<file path="src/rtl/bmp_stream_ctrl.sv">
// bmp_stream_ctrl: emits a complete 24-bit BMP file (54-byte header, B,G,R pixels, row padding) as a byte stream
module bmp_stream_ctrl #(
  parameter int HRES = 512,
  parameter int VRES = 512
) (
  input  logic        clk,
  input  logic        rst_n,
  input  logic        start,
  input  logic        abort,
  output logic        busy,
  output logic        done,
  input  logic        pix_valid,
  output logic        pix_ready,
  input  logic [23:0] pix_data,
  output logic        out_valid,
  input  logic        out_ready,
  output logic [7:0]  out_data,
  output logic        out_last
);
  localparam int ROWB  = ((HRES * 3 + 3) / 4) * 4;
  localparam int PADN  = ROWB - HRES * 3;
  localparam int IMG   = ROWB * VRES;
  localparam int FSIZE = 54 + IMG;
  localparam logic [431:0] HDR_BYTES = {128'd0, 32'(IMG), 32'd0, 16'd24, 16'd1, 32'(VRES), 32'(HRES),
                                        32'd40, 32'd54, 32'd0, 32'(FSIZE), 16'h4D42};
  localparam logic [2:0] IDLE = 3'd0, HDR = 3'd1, PIX = 3'd2, PAD = 3'd3, DONE = 3'd4;
  logic [2:0]  state_q, state_d;
  logic [5:0]  hdr_q, hdr_d;
  logic [11:0] col_q, col_d, row_q, row_d;
  logic [1:0]  pad_q, pad_d, sel_q, sel_d;
  logic [23:0] hold_q, hold_d;
  logic        full_q, full_d;
  logic        acc, take, last_row, pix_end, pad_end;
  // col_q counts pixels captured in the row; the row's pixels are all out once byte R of pixel HRES goes
  assign last_row  = row_q == 12'(VRES - 1);
  assign pix_end   = state_q == PIX && sel_q == 2'd2 && col_q == 12'(HRES);
  assign pad_end   = state_q == PAD && pad_q == 2'(PADN - 1);
  assign busy      = state_q != IDLE;
  assign done      = state_q == DONE;
  assign out_valid = state_q == HDR || state_q == PAD || (state_q == PIX && full_q);
  assign out_last  = last_row && ((pix_end && PADN == 0) || pad_end);
  assign out_data  = state_q == HDR ? HDR_BYTES[{hdr_q, 3'b000} +: 8] :
                     (state_q == PIX && full_q) ? (sel_q == 2'd0 ? hold_q[7:0] : sel_q == 2'd1 ? hold_q[15:8] : hold_q[23:16]) :
                     8'h00;
  assign acc       = out_valid && out_ready;
  // a new pixel may be taken in the same cycle the last byte of the held one is accepted
  assign pix_ready = state_q == PIX && (!full_q || (sel_q == 2'd2 && out_ready)) && col_q != 12'(HRES);
  assign take      = pix_valid && pix_ready;
  always_comb begin
    state_d = state_q;
    hdr_d   = hdr_q;
    col_d   = col_q;
    row_d   = row_q;
    pad_d   = pad_q;
    sel_d   = sel_q;
    hold_d  = hold_q;
    full_d  = full_q;
    if (state_q == IDLE ? start : (abort || state_q == DONE)) begin
      state_d = state_q == IDLE ? HDR : IDLE;
      hdr_d   = '0;
      col_d   = '0;
      row_d   = '0;
      pad_d   = '0;
      sel_d   = '0;
      full_d  = 1'b0;
    end else begin
      if (state_q == HDR && acc) begin
        hdr_d = hdr_q + 6'd1;
        if (hdr_q == 6'd53) state_d = PIX;
      end
      if (state_q == PIX && acc) begin
        sel_d = sel_q == 2'd2 ? 2'd0 : sel_q + 2'd1;
        if (sel_q == 2'd2) full_d = 1'b0;
      end
      if (take) begin
        hold_d = pix_data;
        full_d = 1'b1;
        col_d  = col_q + 12'd1;
      end
      if (state_q == PAD && acc) pad_d = pad_q + 2'd1;
      if (acc && ((pix_end && PADN == 0) || pad_end)) begin
        state_d = last_row ? DONE : PIX;
        row_d   = last_row ? row_q : row_q + 12'd1;
        col_d   = last_row ? col_q : 12'd0;
        pad_d   = 2'd0;
      end else if (acc && pix_end) begin
        state_d = PAD;
      end
    end
  end
  always_ff @(posedge clk or negedge rst_n) begin
    if (!rst_n) begin
      state_q <= IDLE;
      hdr_q   <= '0;
      col_q   <= '0;
      row_q   <= '0;
      pad_q   <= '0;
      sel_q   <= '0;
      hold_q  <= '0;
      full_q  <= 1'b0;
    end else begin
      state_q <= state_d;
      hdr_q   <= hdr_d;
      col_q   <= col_d;
      row_q   <= row_d;
      pad_q   <= pad_d;
      sel_q   <= sel_d;
      hold_q  <= hold_d;
      full_q  <= full_d;
    end
  end
endmodule

</file>
<file path="config.mk">
export PLATFORM = sky130hd
export DESIGN_NAME = bmp_stream_ctrl
export DESIGN_NICKNAME = d
export VERILOG_FILES = /design/src/rtl/bmp_stream_ctrl.sv
export SDC_FILE = /design/constraint.sdc
export NUM_CORES = 1
export LEC_CHECK = 0
export CORE_UTILIZATION = 61
export DETAILED_ROUTE_END_ITERATION = 16
export GPL_TIMING_DRIVEN = 0
export PLACE_DENSITY = 0.82
export SYNTH_ARGS = -nofsm -noshare
export SYNTH_HDL_FRONTEND = slang
export SYNTH_SLANG_ARGS = --single-unit
</file>
<file path="constraint.sdc">
create_clock -name clk -period 4.1 [get_ports clk]
set_clock_uncertainty 0.2 [all_clocks]
set_input_delay 0.615 -clock clk [delete_from_list [all_inputs] [get_ports clk]]
set_output_delay 0.615 -clock clk [all_outputs]
set_load 0.03 [all_outputs]
</file>
==> run summary <==
Core ar. = 5608 sq um
TritonRoute pass-1 iters = 5
WL final = 8678 um
share of cells above drive strength 1 = 14.89%
count leader, synth = dfrtp_1
Bufs on Longest Clock Path = 2
max-slew violations = 0
WP buf/inv = 2
Psw = 0.6364 mW
synth cell count leaders = dfrtp_1, nor2_1, mux2_2
async set-or-reset flop fraction in the synthesized netlist = 100.0%
row cnt = 27
clock power share = 35.8%
top-area cell type share of the netlist area = 42.79%
Period minus WS final = 3516 ps
Final Util = 78.60%
Via density = 6.331
Antenna Cells = 0
Met2 Wirelength = 4374 um
Cell Chain, Critical Path = inv_1, ha_1, nor2b_1, a21oi_1, o2bb2ai_1, a22oi_1, o21ai_0, clkdlybuf4s50_1
Slew headroom = 48.13%
fmax = 284.4 MHz
initial antenna violation count = 0
Starting Density = 64.66%
mapped cell area = 3626 sq um
crit path max-delay cell type = clkdlybuf4s50_1
Total GRT Usage = 30.11%
PwrDens = 436.6 nW/um^2
Crit. End Element = primary output
P&R area growth vs syn = 21.57%
cts bufs inserted = 9
Syn. warnings = 0
period utilization = 85.75%
clock-pin slew on the worst setup and hold paths = 70 ps
Hold Vio Cnt, Final = 0
worst path arrival time = 2700 ps
Tightest Pin Transition = 778.1 ps
Clk Latency, worst-skew pair = 340 ps
post-DP HPWL = 5848 um
maxcap violations = 0
die area = 6257 sq um
Critical Path RT = 3280 ps
M1 wire length = 3710 um
WL met3 = 469 um
Crit Path Category = reg2out
sw frac = 33.07%
worst r2r path cells = 8
setup tns final = 0 ps
number of flops mapped to enable cells by yosys = 0
slowest stage delay, CP = 720 ps
Leak = 2.004 nW
Post-Syn Nets = 404
status = finished clean
HP Class = in2async
grt ovf = 0
DRT antenna net count = 0
Worst setup SP type = flip-flop
top routing layer used = met4
Synth area leaders = dfrtp_1, mux2_2, nor2_1, ha_1, mux2i_1
final setup fails = 0
cell family with the largest share of critical-path delay = buffers and inverters
critical path depth in cells = 8
DIE HEIGHT = 79.10 um
largest net degree at the start of global routing = 34
area leader, netlist = dfrtp_1
clock sink total = 62
residual DRC count = 0
syn avg cell area = 9.961 sq um
root buffer cell = clkbuf_8
initial DRC count = 178
fin nets = 458
first-pass GRT wire length = 14,310 um
Seq cells post-synth = 62
I/O Pins = 43
CTS tree = built
internal power = 1.288 mW
CP Max Fanout = 6
routed vias = 3,134
routability cong. = 0.9023
Main synth FF type = dfrtp_1
H-tree Lvls = 3
Post-CTS Setup Bufs = 0
Seq/Total Area, Yosys = 42.79%
number of global-route vias before repair = 3,085
Comb pwr share = 29.8%
IO buf count = 42
Worst VDD drop = 350.8 uV
RSZ-0062 raised after global routing = false
Die X = 79.10 um
Seq pwr share = 34.4%
cells after synthesis = 364
unique cell type count in the Yosys netlist = 61
routed len/inst = 17.53 um
hold_buf cts = 0
post-CTS sizing = 0
-- registers in the layout (all words and copies together) (netlist names) --
| register | cells |
|---|---|
| hold_q | 24 |
| col_q | 12 |
| row_q | 12 |
| hdr_q | 6 |
| state_q | 3 |
| pad_q | 2 |
| sel_q | 2 |
| full_q | 1 |
-- placed cells by master (no fill, tap or decap), drive strengths merged, types with 10 or more instances in the layout --
| cell | n |
|---|---|
| buf | 12 |
| ha | 10 |
| mux2 | 25 |
| nand2 | 18 |
| nor3 | 10 |
| mux2i | 12 |
| dfrtp | 62 |
| and3 | 12 |
| a21oi | 24 |
| nor2 | 36 |
| o21ai | 10 |
| inv | 11 |
| clkdlybuf4s50 | 41 |
| clkbuf | 20 |
| nand3 | 20 |
-- cell type report --
class	instances	area [sq um]
multi-input cells	272	1946
clock buffers	11	151.4
well taps	72	90.09
repair buffers	43	435.4
clock inverters	5	105.1
fillers	413	1200
inverters	11	41.29
flip-flops and latches	62	1551
plain buffers	19	87.58
-- through the flow --
step           hold WS [ps]  area (sq um)  cells  total power, mW  worst slack [ps]
2_1_floorplan         119.4          3626    364            1.020              1446
3_3_place_gp          287.2          4136    478            1.215             212.9
3_5_place_dp          294.3          4151    479            1.229              1046
4_1_cts               146.5          4408    495            1.920             642.4
5_1_grt               173.7          4408    495            1.996             426.3
6_report              125.1          4408    495            1.924             584.4
-- metal layers --
metal	up-vias	track usage, %
li1	1454	-
met1	1548	37.61
met2	116	51.47
met3	16	6.782
met4	0	9.818
met5	-	0
-- final timing paths --
| check | from | end | slack, ps |
|---|---|---|---|
| min in group clk | hold_q[15]$_DFFE_PN0P_ | hold_q[15]$_DFFE_PN0P_ | 310 |
| max in group asynchronous | rst_n | col_q[6]$_DFFE_PN0P_ | 2950 |
| setup / recovery | hdr_q[1]$_DFFE_PN0N_ | out_data[3] | 580 |
| hold / removal | rst_n | row_q[1]$_DFFE_PN0P_ | 130 |
| hold reg to reg | hold_q[15]$_DFFE_PN0P_ | hold_q[15]$_DFFE_PN0P_ | 310 |
| setup reg to reg | col_q[0]$_DFFE_PN0P_ | row_q[8]$_DFFE_PN0P_ | 1580 |
-- worst register-to-register path, stage by stage, from the launching register on --
cell,delay [ps]
dfrtp_1,430
inv_1,80
ha_1,140
nor4b_4,320
nand4_4,210
a21o_1,280
clkbuf_1,240
nor3_1,330
mux2i_1,210
-- power groups by stage --
stage                     combinational, mW  clock (mW)  sequential [mW]
after floorplan                       0.354           0            0.666
after global placement                0.544           0            0.671
after detailed placement              0.556           0            0.673
after CTS                             0.567       0.691            0.662
after global routing                  0.610       0.719            0.666
final                                 0.573       0.689            0.662
-- cells by family after synthesis --
logic type	count (synthesis)	synth area share (%)
fa+ha+maj	10	3.451
compound gates	76	15.25
mux	37	11.08
xor+xnor	6	1.449
buf+inv	30	3.554
simple gates	143	22.43
flops	62	42.79
(Power assumes the default switching activity.)
